<file path="src/rtl/open_list_pkg.sv">
`default_nettype none
// ============================================================================
// open_list_pkg : op codes, FSM states, slot selects and key ordering
// Rev 1.0
// ============================================================================
package open_list_pkg;

  typedef enum logic [2:0] {
    OP_NOP     = 3'd0,
    OP_PUSH    = 3'd1,
    OP_POP     = 3'd2,
    OP_REPLACE = 3'd3,
    OP_UPDATE  = 3'd4
  } op_e;

  typedef enum logic [0:0] {
    ST_IDLE = 1'b0,
    ST_UPD  = 1'b1
  } olq_state_e;

  typedef enum logic [1:0] {
    SEL_HOLD = 2'd0,
    SEL_PREV = 2'd1,
    SEL_NEXT = 2'd2,
    SEL_NEW  = 2'd3
  } slot_sel_e;

  // Keys are zero-extended by the caller; comparison is unsigned and strict.
  function automatic logic better(input logic [63:0] a, input logic [63:0] b,
                                  input logic min_first);
    return min_first ? (a < b) : (a > b);
  endfunction

endpackage
`default_nettype wire

</file>
<file path="src/rtl/open_list_pq_slot.sv">
`default_nettype none
// ============================================================================
// open_list_pq_slot : one queue entry with ordering and coordinate match flags
// Rev 1.0
// ============================================================================
module open_list_pq_slot
  import open_list_pkg::*;
#(
  parameter int DATA_WIDTH = 16,
  parameter int COORD_I_W  = 4,
  parameter int COORD_J_W  = 4,
  parameter bit MIN_FIRST  = 1'b1
) (
  input  logic                  clk,
  input  logic                  rst,
  input  slot_sel_e             i_sel,
  input  logic                  i_prev_valid,
  input  logic [DATA_WIDTH-1:0] i_prev_f,
  input  logic [COORD_I_W-1:0]  i_prev_i,
  input  logic [COORD_J_W-1:0]  i_prev_j,
  input  logic                  i_next_valid,
  input  logic [DATA_WIDTH-1:0] i_next_f,
  input  logic [COORD_I_W-1:0]  i_next_i,
  input  logic [COORD_J_W-1:0]  i_next_j,
  input  logic [DATA_WIDTH-1:0] i_new_f,
  input  logic [COORD_I_W-1:0]  i_new_i,
  input  logic [COORD_J_W-1:0]  i_new_j,
  input  logic [COORD_I_W-1:0]  i_cmp_i,
  input  logic [COORD_J_W-1:0]  i_cmp_j,
  output logic                  o_valid,
  output logic [DATA_WIDTH-1:0] o_f,
  output logic [COORD_I_W-1:0]  o_i,
  output logic [COORD_J_W-1:0]  o_j,
  output logic                  o_not_worse,
  output logic                  o_coord_match
);

  logic                  r_valid;
  logic [DATA_WIDTH-1:0] r_f;
  logic [COORD_I_W-1:0]  r_i;
  logic [COORD_J_W-1:0]  r_j;

  always_ff @(posedge clk) begin
    if (rst) begin
      r_valid <= 1'b0;
      r_f     <= '1;
      r_i     <= '0;
      r_j     <= '0;
    end else begin
      case (i_sel)
        SEL_PREV: begin
          r_valid <= i_prev_valid;
          r_f     <= i_prev_f;
          r_i     <= i_prev_i;
          r_j     <= i_prev_j;
        end
        SEL_NEXT: begin
          r_valid <= i_next_valid;
          r_f     <= i_next_f;
          r_i     <= i_next_i;
          r_j     <= i_next_j;
        end
        SEL_NEW: begin
          r_valid <= 1'b1;
          r_f     <= i_new_f;
          r_i     <= i_new_i;
          r_j     <= i_new_j;
        end
        default: ;
      endcase
    end
  end

  assign o_valid       = r_valid;
  assign o_f           = r_f;
  assign o_i           = r_i;
  assign o_j           = r_j;
  // Equal keys count as not worse so a new node lands behind its peers.
  assign o_not_worse   = r_valid && !better(64'(i_new_f), 64'(r_f), MIN_FIRST);
  assign o_coord_match = r_valid && (r_i == i_cmp_i) && (r_j == i_cmp_j);

endmodule
`default_nettype wire

</file>
<file path="src/rtl/open_list_pq.sv">
`default_nettype none
// ============================================================================
// open_list_pq : sorted open-list priority queue with decrease-key UPDATE
// Rev 1.0
// ============================================================================
module open_list_pq
  import open_list_pkg::*;
#(
  parameter int QUEUE_SIZE = 8,
  parameter int DATA_WIDTH = 16,
  parameter int MAP_WIDTH  = 16,
  parameter int MAP_HEIGHT = 16,
  parameter bit MIN_FIRST  = 1'b1,
  localparam int COORD_I_W = $clog2(MAP_WIDTH),
  localparam int COORD_J_W = $clog2(MAP_HEIGHT),
  localparam int CNT_W     = $clog2(QUEUE_SIZE) + 1
) (
  input  logic                  CLK,
  input  logic                  RST,
  input  logic                  i_valid,
  input  logic [2:0]            i_op,
  input  logic [DATA_WIDTH-1:0] i_node_f,
  input  logic [COORD_I_W-1:0]  i_node_i,
  input  logic [COORD_J_W-1:0]  i_node_j,
  output logic                  o_ready_push,
  output logic                  o_ready_pop,
  output logic                  o_valid,
  output logic [DATA_WIDTH-1:0] o_node_f,
  output logic [COORD_I_W-1:0]  o_node_i,
  output logic [COORD_J_W-1:0]  o_node_j,
  output logic [CNT_W-1:0]      o_count,
  output logic                  o_full,
  output logic                  o_empty,
  output logic                  o_drop
);

  localparam logic [CNT_W-1:0] c_none = CNT_W'(QUEUE_SIZE);

  olq_state_e            r_state, w_state_nxt;
  logic [CNT_W-1:0]      r_count, w_count_nxt;
  logic                  r_drop, w_drop_nxt;
  logic                  r_upd_found;
  logic [CNT_W-1:0]      r_upd_idx;
  logic [DATA_WIDTH-1:0] r_upd_f;
  logic [COORD_I_W-1:0]  r_upd_i;
  logic [COORD_J_W-1:0]  r_upd_j;
  logic                  w_upd_load;

  logic                  w_slot_v [QUEUE_SIZE];
  logic [DATA_WIDTH-1:0] w_slot_f [QUEUE_SIZE];
  logic [COORD_I_W-1:0]  w_slot_i [QUEUE_SIZE];
  logic [COORD_J_W-1:0]  w_slot_j [QUEUE_SIZE];
  logic [QUEUE_SIZE-1:0] w_nw, w_match;

  op_e                   w_op;
  logic                  w_ready_push, w_ready_pop;
  logic [DATA_WIDTH-1:0] w_new_f;
  logic [COORD_I_W-1:0]  w_new_i;
  logic [COORD_J_W-1:0]  w_new_j;
  logic [CNT_W-1:0]      w_rem_idx, w_ins_pos, w_excl_idx;
  logic [CNT_W-1:0]      w_q_all, w_q_excl, w_match_idx;
  logic                  w_found;
  logic [DATA_WIDTH-1:0] w_upd_slot_f;

  assign w_op         = op_e'(i_op);
  assign w_ready_push = (r_state == ST_IDLE) && (r_count != c_none);
  assign w_ready_pop  = (r_state == ST_IDLE) && (r_count != '0);

  // While UPD is pending, the registered node is the one being placed.
  assign w_new_f    = (r_state == ST_UPD) ? r_upd_f : i_node_f;
  assign w_new_i    = (r_state == ST_UPD) ? r_upd_i : i_node_i;
  assign w_new_j    = (r_state == ST_UPD) ? r_upd_j : i_node_j;
  assign w_excl_idx = (r_state == ST_UPD) ? r_upd_idx : '0;

  // Insert position: not-worse count, optionally ignoring the slot being removed.
  always_comb begin
    w_q_all      = '0;
    w_q_excl     = '0;
    w_found      = 1'b0;
    w_match_idx  = '0;
    w_upd_slot_f = '1;
    for (int k = 0; k < QUEUE_SIZE; k++) begin
      w_q_all = w_q_all + CNT_W'(w_nw[k]);
      if (CNT_W'(k) != w_excl_idx) w_q_excl = w_q_excl + CNT_W'(w_nw[k]);
      if (CNT_W'(k) == r_upd_idx) w_upd_slot_f = w_slot_f[k];
    end
    for (int k = QUEUE_SIZE - 1; k >= 0; k--) begin
      if (w_match[k]) begin
        w_found     = 1'b1;
        w_match_idx = CNT_W'(k);
      end
    end
  end

  always_comb begin
    w_state_nxt = r_state;
    w_count_nxt = r_count;
    w_drop_nxt  = 1'b0;
    w_rem_idx   = c_none;
    w_ins_pos   = c_none;
    w_upd_load  = 1'b0;
    case (r_state)
      ST_IDLE: begin
        if (i_valid) begin
          case (w_op)
            OP_PUSH: begin
              if (w_ready_push) begin
                w_ins_pos   = w_q_all;
                w_count_nxt = r_count + CNT_W'(1);
              end else w_drop_nxt = 1'b1;
            end
            OP_POP: begin
              if (w_ready_pop) begin
                w_rem_idx   = '0;
                w_count_nxt = r_count - CNT_W'(1);
              end else w_drop_nxt = 1'b1;
            end
            OP_REPLACE: begin
              if (w_ready_pop) begin
                w_rem_idx = '0;
                w_ins_pos = w_q_excl;
              end else w_drop_nxt = 1'b1;
            end
            OP_UPDATE: begin
              if (w_ready_push) begin
                w_upd_load  = 1'b1;
                w_state_nxt = ST_UPD;
              end else w_drop_nxt = 1'b1;
            end
            default: ;
          endcase
        end
      end
      ST_UPD: begin
        w_state_nxt = ST_IDLE;
        if (i_valid && (w_op != OP_NOP)) w_drop_nxt = 1'b1;
        if (r_upd_found) begin
          if (better(64'(r_upd_f), 64'(w_upd_slot_f), MIN_FIRST)) begin
            w_rem_idx = r_upd_idx;
            w_ins_pos = w_q_excl;
          end else w_drop_nxt = 1'b1;
        end else begin
          w_ins_pos   = w_q_all;
          w_count_nxt = r_count + CNT_W'(1);
        end
      end
      default: w_state_nxt = ST_IDLE;
    endcase
  end

  always_ff @(posedge CLK) begin
    if (RST) begin
      r_state     <= ST_IDLE;
      r_count     <= '0;
      r_drop      <= 1'b0;
      r_upd_found <= 1'b0;
      r_upd_idx   <= '0;
      r_upd_f     <= '0;
      r_upd_i     <= '0;
      r_upd_j     <= '0;
    end else begin
      r_state <= w_state_nxt;
      r_count <= w_count_nxt;
      r_drop  <= w_drop_nxt;
      if (w_upd_load) begin
        r_upd_found <= w_found;
        r_upd_idx   <= w_match_idx;
        r_upd_f     <= i_node_f;
        r_upd_i     <= i_node_i;
        r_upd_j     <= i_node_j;
      end
    end
  end

  // Slot k after a remove at r and insert at q: k<q takes the compacted entry,
  // k==q the new node, k>q the compacted entry shifted down by one.
  for (genvar k = 0; k < QUEUE_SIZE; k++) begin : g_slot
    localparam logic [CNT_W-1:0] c_k = CNT_W'(k);
    slot_sel_e             w_sel;
    logic                  w_pv, w_nv;
    logic [DATA_WIDTH-1:0] w_pf, w_nf;
    logic [COORD_I_W-1:0]  w_pi, w_ni;
    logic [COORD_J_W-1:0]  w_pj, w_nj;

    if (k == 0) begin : g_head
      assign w_pv = 1'b0;
      assign w_pf = '1;
      assign w_pi = '0;
      assign w_pj = '0;
    end else begin : g_prev
      assign w_pv = w_slot_v[k-1];
      assign w_pf = w_slot_f[k-1];
      assign w_pi = w_slot_i[k-1];
      assign w_pj = w_slot_j[k-1];
    end

    if (k == QUEUE_SIZE - 1) begin : g_tail
      assign w_nv = 1'b0;
      assign w_nf = '1;
      assign w_ni = '0;
      assign w_nj = '0;
    end else begin : g_next
      assign w_nv = w_slot_v[k+1];
      assign w_nf = w_slot_f[k+1];
      assign w_ni = w_slot_i[k+1];
      assign w_nj = w_slot_j[k+1];
    end

    always_comb begin
      w_sel = SEL_HOLD;
      if (c_k < w_ins_pos)       w_sel = (c_k < w_rem_idx) ? SEL_HOLD : SEL_NEXT;
      else if (c_k == w_ins_pos) w_sel = SEL_NEW;
      else                       w_sel = (c_k <= w_rem_idx) ? SEL_PREV : SEL_HOLD;
    end

    open_list_pq_slot #(
      .DATA_WIDTH (DATA_WIDTH),
      .COORD_I_W  (COORD_I_W),
      .COORD_J_W  (COORD_J_W),
      .MIN_FIRST  (MIN_FIRST)
    ) u_slot (
      .clk           (CLK),
      .rst           (RST),
      .i_sel         (w_sel),
      .i_prev_valid  (w_pv),
      .i_prev_f      (w_pf),
      .i_prev_i      (w_pi),
      .i_prev_j      (w_pj),
      .i_next_valid  (w_nv),
      .i_next_f      (w_nf),
      .i_next_i      (w_ni),
      .i_next_j      (w_nj),
      .i_new_f       (w_new_f),
      .i_new_i       (w_new_i),
      .i_new_j       (w_new_j),
      .i_cmp_i       (i_node_i),
      .i_cmp_j       (i_node_j),
      .o_valid       (w_slot_v[k]),
      .o_f           (w_slot_f[k]),
      .o_i           (w_slot_i[k]),
      .o_j           (w_slot_j[k]),
      .o_not_worse   (w_nw[k]),
      .o_coord_match (w_match[k])
    );
  end

  assign o_ready_push = w_ready_push;
  assign o_ready_pop  = w_ready_pop;
  assign o_valid      = w_slot_v[0];
  assign o_node_f     = w_slot_f[0];
  assign o_node_i     = w_slot_i[0];
  assign o_node_j     = w_slot_j[0];
  assign o_count      = r_count;
  assign o_full       = (r_count == c_none);
  assign o_empty      = (r_count == '0);
  assign o_drop       = r_drop;

endmodule
`default_nettype wire

</file>
<file path="config.mk">
export PLATFORM = sky130hd
export DESIGN_NAME = open_list_pq
export DESIGN_NICKNAME = d
export VERILOG_FILES = /design/src/rtl/open_list_pkg.sv /design/src/rtl/open_list_pq_slot.sv /design/src/rtl/open_list_pq.sv
export SDC_FILE = /design/constraint.sdc
export NUM_CORES = 1
export LEC_CHECK = 0
export ABC_CLOCK_PERIOD_IN_PS = 24000
export BUFFER_PORTS_ARGS = -buffer_cell sky130_fd_sc_hd__buf_2
export CAP_MARGIN = 30
export CORE_MARGIN = 8
export CORE_UTILIZATION = 45
export DETAILED_ROUTE_END_ITERATION = 10
export PLACE_DENSITY = 0.65
export SETUP_SLACK_MARGIN = 0.1
export SKIP_CTS_REPAIR_TIMING = 1
export SLEW_MARGIN = 0
export SYNTH_ARGS = -nofsm -noshare
export SYNTH_HDL_FRONTEND = slang
export SYNTH_SLANG_ARGS = --single-unit
</file>
<file path="constraint.sdc">
create_clock -name CLK -period 24 [get_ports CLK]
set_input_delay 2.4 -clock CLK [delete_from_list [all_inputs] [get_ports CLK]]
set_output_delay 2.4 -clock CLK [all_outputs]
set_load 0.03 [all_outputs]
</file>
Word level (Yosys, flattened, before mapping)
Cells that the tools add are included.
- bits in registers: 235
- output and inout port bits: 34
- word-level logic and storage cells: 346
- $add $sub $neg: 16
- magnitude comparators: 33
- equal/unequal tests: 72
- muxes and demuxes: 132
- bitwise gates (word level): 1
- reductions and logical operators: 52
- operator list (kind ; count):
    case mux 16 bit (3 select lines) ; 8
    case mux 4 bit (3 select lines) ; 16
    less-than comparator 16 bit ; 9
    two-way mux 16 bit ; 9
    two-way mux 4 bit ; 31
    == test 4 bit ; 16
    two-way mux 2 bit ; 24
    adder 4 x 1 -> 4 bit ; 10
    case mux 4 bit (2 select lines) ; 5
    == test 2 bit (second input constant) ; 16
    == test 3 x 4 -> 1 bit (first input constant) ; 8
    less-than comparator 3 x 4 -> 1 bit (first input constant) ; 8
    logical AND 1 bit ; 27
    two-way mux 1 bit ; 27
    nonzero test 3 bit ; 9
    case mux 1 bit (3 select lines) ; 8
    == test 2 x 1 -> 1 bit (second input constant) ; 8
    == test 2 x 4 -> 1 bit (first input constant) ; 4
    less-or-equal comparator 3 x 4 -> 1 bit (first input constant) ; 4
    less-than comparator 1 x 4 -> 1 bit (first input constant) ; 4
    less-than comparator 2 x 4 -> 1 bit (first input constant) ; 4
    inequality test 3 x 4 -> 1 bit (first input constant) ; 4
    logical NOT 4 bit ; 3
    == test 1 x 4 -> 1 bit (first input constant) ; 2
    24 further kinds ; 42

Depth between registers and ports, before layout
- depth in word-level cells: 28
- mapped depth: 47
- gate-level depth less buffers: 41

Hierarchy
From an unflattened synthesis, not the netlist that was laid out.
- cells, all modules: 1791
- area total of the unflattened synthesis: 18630.4 um^2
- by module, submodules not included (module ; times used ; cells each ; area an instance (um^2) ; seq. area each (um^2)):
    open_list_pq_slot at g_slot[0].u_slot ... ; 7 ; 148 ; 1765.4 ; 500.5
    open_list_pq ; 1 ; 607 ; 4508.1 ; 680.7
    open_list_pq_slot at g_slot[7].u_slot ; 1 ; 148 ; 1764.2 ; 500.5

Worst setup path before layout
Ideal clock, no wire load.
- path type: input to register
- start point: input port i_node_f[1]
- end point: register g_slot[3].u_slot.r_i[3]
- data arrival time: 10169 ps
- data required time: 23930 ps
- slack: 13761 ps
- cell stages on the path: 39
- buffers on the path: 2
- cells stage by stage: mux2i_1 > inv_1 > ha_1 > a21boi_0 > o21a_1 > o21a_1 > o21a_1 > o21a_1 > o21a_1 > o21ai_0 > a211oi_1 > o31a_1 > o311a_1 > ha_1 > mux2_2 > ha_1 > mux2_2 > ha_1 > [3 not listed] > nand2_1 > ha_1 > xnor2_1 > a22oi_1 > xnor2_1 > ha_1 > nand2_1 > and3_1 > or4_4 > a221oi_4 > o211ai_2 > a32oi_1 > buf_4 > mux2i_1 > or2_1 > buf_2 > o221ai_1 > a21oi_1
- longest elaborated chain between the ends: 28
- elaborated cells between the ends (all ways): 63
- those cells by class: 14 x add/sub; 9 x order compare; 4 x eq/ne; 19 x mux; 17 x reduce/logical
- RTL lines (item ; line ; RTL):
    start, declared ; open_list_pq.sv:22 ; input logic [DATA_WIDTH-1:0] i_node_f,
    two-way mux 16 bit * ; open_list_pq.sv:70 ; assign w_new_f = (r_state == ST_UPD) ? r_upd_f : i_node_f;
    less-than comparator 16 bit ; open_list_pkg.sv:31 ; return min_first ? (a < b) : (a > b);
    logical NOT 1 bit ; open_list_pq_slot.sv:79 ; assign o_not_worse = r_valid && !better(64'(i_new_f), 64'(r_f), MIN_FIRST);
    logical AND 1 bit ; open_list_pq_slot.sv:79 ;
    two-way mux 1 bit ; open_list_pq.sv:84 ; if (CNT_W'(k) != w_excl_idx) w_q_excl = w_q_excl + CNT_W'(w_nw[k]);
    adder 1 x 1 -> 2 bit ; open_list_pq.sv:84 ;
    two-way mux 4 bit ; open_list_pq.sv:84 ;
    adder 4 x 1 -> 4 bit ; open_list_pq.sv:84 ;
    [11 not listed] ; -- ;
    two-way mux 4 bit ; open_list_pq.sv:119 ; if (w_ready_pop) begin
    case mux 4 bit (2 select lines) ; open_list_pq.sv:105 ; case (w_op)
    two-way mux 4 bit ; open_list_pq.sv:104 ; if (i_valid) begin
    case mux 4 bit (2 select lines) * ; open_list_pq.sv:102 ; case (r_state)
    branches (longest 2 deep; another with less-than comparator 2 x 4 -> 1 bit) ; -- ;
    two-way mux 2 bit * ; open_list_pq.sv:211 ; if (c_k < w_ins_pos) w_sel = (c_k < w_rem_idx) ? SEL_HOLD : SEL_NEXT;
    == test 2 bit or == test 2 x 1 -> 1 bit (tied branches) ; open_list_pq_slot.sv:50 ; case (i_sel)
    case mux 4 bit (3 select lines) or nonzero test 3 bit (tied branches) ; -- ;
    end signal, assigned ; open_list_pq_slot.sv:54 ; r_i <= i_prev_i;
    end signal, assigned ; open_list_pq_slot.sv:60 ; r_i <= i_next_i;
    end signal, assigned ; open_list_pq_slot.sv:66 ; r_i <= i_new_i;
    end, declared ; open_list_pq_slot.sv:40 ; logic [COORD_I_W-1:0] r_i;
Mark *: on every way between the ends.
A chain may end at the register's enable or synchronous reset.

Final worst setup path
- start point: input port i_node_f[2]
- end point: register g_slot[7].u_slot.r_f[11]
- longest elaborated chain between the ends: 28
- elaborated cells between the ends (all ways): 63
- those cells by class: 14 x add/sub; 9 x order compare; 4 x eq/ne; 19 x mux; 17 x reduce/logical
- RTL lines (item ; line ; RTL):
    two-way mux 16 bit * ; open_list_pq.sv:70 ;
    less-than comparator 16 bit ; open_list_pkg.sv:31 ;
    logical NOT 1 bit ; open_list_pq_slot.sv:79 ;
    logical AND 1 bit ; open_list_pq_slot.sv:79 ;
    two-way mux 1 bit ; open_list_pq.sv:84 ;
    adder 1 x 1 -> 2 bit ; open_list_pq.sv:84 ;
    two-way mux 4 bit ; open_list_pq.sv:84 ;
    adder 4 x 1 -> 4 bit ; open_list_pq.sv:84 ;
    [11 not listed] ; -- ;
    two-way mux 4 bit ; open_list_pq.sv:119 ;
    case mux 4 bit (2 select lines) ; open_list_pq.sv:105 ;
    two-way mux 4 bit ; open_list_pq.sv:104 ;
    case mux 4 bit (2 select lines) * ; open_list_pq.sv:102 ;
    branches (longest 2 deep; another with less-than comparator 3 x 4 -> 1 bit) ; -- ;
    two-way mux 2 bit * ; open_list_pq.sv:211 ;
    == test 2 bit or == test 2 x 1 -> 1 bit (tied branches) ; open_list_pq_slot.sv:50 ;
    case mux 16 bit (3 select lines) or nonzero test 3 bit (tied branches) ; -- ;
    end signal, assigned ; open_list_pq_slot.sv:53 ; r_f <= i_prev_f;
    end signal, assigned ; open_list_pq_slot.sv:59 ; r_f <= i_next_f;
    end signal, assigned ; open_list_pq_slot.sv:65 ; r_f <= i_new_f;
    end, declared ; open_list_pq_slot.sv:39 ; logic [DATA_WIDTH-1:0] r_f;
Marks and branches as above.

==> results_dict.tcl <==
set metrics [dict create \
    status "complete, no violations" \
    io_pins 64 \
    fin_area_sq_um 19600 \
    root_buffer "clkbuf_16" \
    skew_ns 0.01474 \
    cts-buffers-inserted 29 \
    arrival_ns 12.24 \
    critPathKind "input pin to flip-flop" \
    syn_nets 2401 \
    cp_common_cell "ha_1" \
    timing.rr.start "r_state" \
    min_path_cells 2 \
    hold_path.class "flip-flop to flip-flop" \
    final_antenna_net_count 0 \
    worst_pin_slew_ns 1.021 \
    fin_crit_sh 0.4906 \
    start_util 0.4526 \
    drive_above_1_share 0.1074 \
    synth-edff-count 0 \
    maxSlewHeadroom 0.3194 \
    cp_max_fo 26 \
    dp_cells 2686 \
    clock_latency_ns 0.57 \
    final_cells 2741 \
    yosysSeqAreaShare 0.2623 \
    yosysWarnings 0 \
    slowest_delay_ns 0.74 \
    grt_pass1_vias 16550 \
    min-delay-start "r_upd_i[2]" \
    cts_tree "yes" \
    timing.rr.end "g_slot[7].u_slot.o_f[11]" \
    path_clk_slew_ns 0.06 \
    finalNetCount 2382 \
    setup.worst_path.start "i_node_f[2]" \
    syn-instance-count 2213 \
    maxCapViolCount 0 \
    crit_buf_inv 3 \
    diodes 0 \
    via_per_inst 6.399 \
    die_w_microns 215.2 \
    finalHoldViolations 0 \
    drc 0 \
    avgSynthCellArea_sq_um 8.069 \
    vdd_ir_drop_max_mv 0.05444 \
    syn_to_final_growth_pct 9.781 \
    layout_min_cycle_time_ns 11.77 \
    core.rowCount 73 \
    grt_pass1_wl_microns 98450 \
    core_area_sq_um 39460 \
    drt_iter0_drc 2035 \
    dr.pass1.iters 6 \
    drv_slew 0 \
    worstHoldEndpoint "r_upd_i[2]" \
    drt-total-wl_microns 63000 \
    dp_slack_ns 11.78 \
    grt_max_degree 93 \
    syn-cell-area_sq_um 17860 \
    gp_congestion 0.9390 \
    postPlaceCellArea_sq_um 18510 \
    yosysUniqueCellTypes 92 \
    end_kind "flip-flop" \
    synthFlopType "dfxtp_1" \
    crit_slowest_cell "nand3b_1" \
    grt-ovfl-total 0 \
    reg2reg_depth 40 \
    grt_antenna_before_repair 0 \
    postSynth.asyncResetShare 0 \
    critPathTopFamily "compound AO/OA/AOI/OAI gates" \
    fin_ws_ns 12.23 \
    wl_per_cell_microns 22.98 \
    setup_violations 0 \
    dpl.hpwl_microns 47360 \
    die-area_sq_um 46310 \
    start_kind "input pin" \
    fin_setup_tns_ns 0 \
    cp.required_ns 24.46 \
    leakagePower_nw 8.771 \
    clock.fmax_ghz 0.08493 \
    grt_use_total 0.2597 \
    clk_path_buf_depth 3 \
    clock_sinks 234 \
    pwr_density_cell_nw_per_um2 58.02 \
    ys_seq_elements 234 \
    rsz0062_at_grt "false" \
    cts.htree.levels 1 \
    port_buffers 63 \
    via_count 17540 \
    utilization 0.4968 \
    r2r_slack_ns 13.17 \
    fp.dieH_microns 215.2 \
]
[per-stage QoR]
stage          power (W)  hold slack [ns]
4_1_cts         0.001137           0.4596
5_1_grt         0.001182           0.4839
6_report        0.001137           0.4543
3_3_place_gp   0.0006458           0.4398
3_5_place_dp   0.0006502           0.4508
2_1_floorplan  0.0005880           0.4329
[synthesized netlist by cell type (all sizes together), types with 31 or more instances]
library cell	number	area [sq um]
o221ai	51	446.7
clkbuf	101	379.1
xor2	36	315.3
o211ai	40	305.3
a2bb2oi	47	530.5
o21ai	163	815.8
nor2	115	439.2
nand2	191	729.4
mux2i	57	578.1
inv	184	690.7
a221oi	82	742.0
o22ai	31	193.9
dfxtp	234	4684
a21oi	186	934.7
xnor2	37	324.1
buf	52	297.8
a211oi	31	232.7
ha	154	1927
nor3	44	241.5
o21a	36	270.3
[tightest hold or removal path: cells and delay by family, from the launching register on]
family / cells / cell delay (ns)
flip-flops: 1 / 0.31
AND/OR/NAND/NOR: 1 / 0.05
AO/OA/AOI/OAI: 1 / 0.05
[state kept, by name (all words and copies together), names as in the netlist, 3 cells and up]
signal,flops
r_upd_i,4
g_slot.u_slot.o_valid,8
g_slot.u_slot.o_j,32
r_upd_idx,3
o_count,4
r_upd_f,16
g_slot.u_slot.o_i,32
g_slot.u_slot.o_f,128
r_upd_j,4
[logic make-up (layout without fill, tap and decap cells)]
| logic type | after synthesis | count (layout) | synth area share |
|---|---|---|---|
| muxes | 82 | 82 | 0.05192 |
| adders and majority gates | 158 | 158 | 0.1124 |
| DFF | 234 | 234 | 0.2623 |
| and+or+nand+nor | 511 | 511 | 0.1414 |
| buffers and inverters | 340 | 343 | 0.07721 |
| xor gates and xnor gates | 73 | 73 | 0.03580 |
| AOI/OAI and AO/OA | 815 | 815 | 0.3189 |
[placed cells by master, fill, tap and decap left out, types with 15 or more instances in the layout]
| cell type | netlist | layout |
|---|---|---|
| nor3_1 | 41 | 40 |
| a22oi_1 | 29 | 29 |
| buf_2 | 22 | 62 |
| a2bb2oi_2 | 19 | 19 |
| a2bb2oi_1 | 28 | 28 |
| o22ai_1 | 31 | 31 |
| o221ai_1 | 51 | 51 |
| ha_1 | 154 | 154 |
| inv_1 | 184 | 184 |
| clkbuf_16 | 0 | 29 |
| buf_4 | 10 | 35 |
| o21ai_0 | 152 | 152 |
| nand2b_1 | 24 | 24 |
| a21oi_1 | 185 | 185 |
| dfxtp_1 | 234 | 230 |
| o21a_1 | 36 | 36 |
| xor2_1 | 36 | 36 |
| nand2_1 | 188 | 188 |
| a211oi_1 | 31 | 31 |
| nor2_1 | 112 | 112 |
| nand4_1 | 29 | 29 |
| a221oi_1 | 80 | 80 |
| o211ai_1 | 39 | 39 |
| nand3_1 | 18 | 18 |
| mux2i_1 | 55 | 55 |
| a21o_1 | 22 | 22 |
| xnor2_1 | 37 | 37 |
| nor2b_1 | 17 | 17 |
| a22o_1 | 15 | 15 |
| mux2_2 | 18 | 18 |
[how the worst max path moves through the flow]
stage	to	slack [ns]	depth (start not counted)
global placement	g_slot[1].u_slot.o_f[0]	12.06	39
global route	g_slot[7].u_slot.o_j[3]	11.56	41
CTS	g_slot[7].u_slot.o_f[11]	12.34	40
finish	g_slot[7].u_slot.o_f[11]	12.23	40
detailed placement	g_slot[7].u_slot.o_f[11]	11.78	40
floorplan	g_slot[3].u_slot.o_i[3]	13.76	39
[per-layer routing]
metal | wire length [microns] | vias up | track usage
met1 | 29060 | 8402 | 0.3783
met2 | 27140 | 842 | 0.3960
li1 | - | 8199 | -
met4 | 1550 | 0 | 0.07581
met5 | 0 | - | 0
met3 | 5253 | 98 | 0.03034
[final cells by class]
class	instances	area, sq um
Clock buffer	37	815.8
Clock inverter	16	242.7
Fill cell	3907	19850
Inverter	187	701.9
Multi-Input combinational cell	1639	11820
Sequential cell	234	4690
Tap cell	525	656.9
Timing Repair Buffer	103	676.9
[report_power, final]
group	switching [W]	internal, W
clock network	0.000187	0.000303
registers	0.0000321	0.000412
logic	0.000125	0.0000780
total	0.000344	0.000793
No activity file was read; power rests on OpenSTA's default activity.
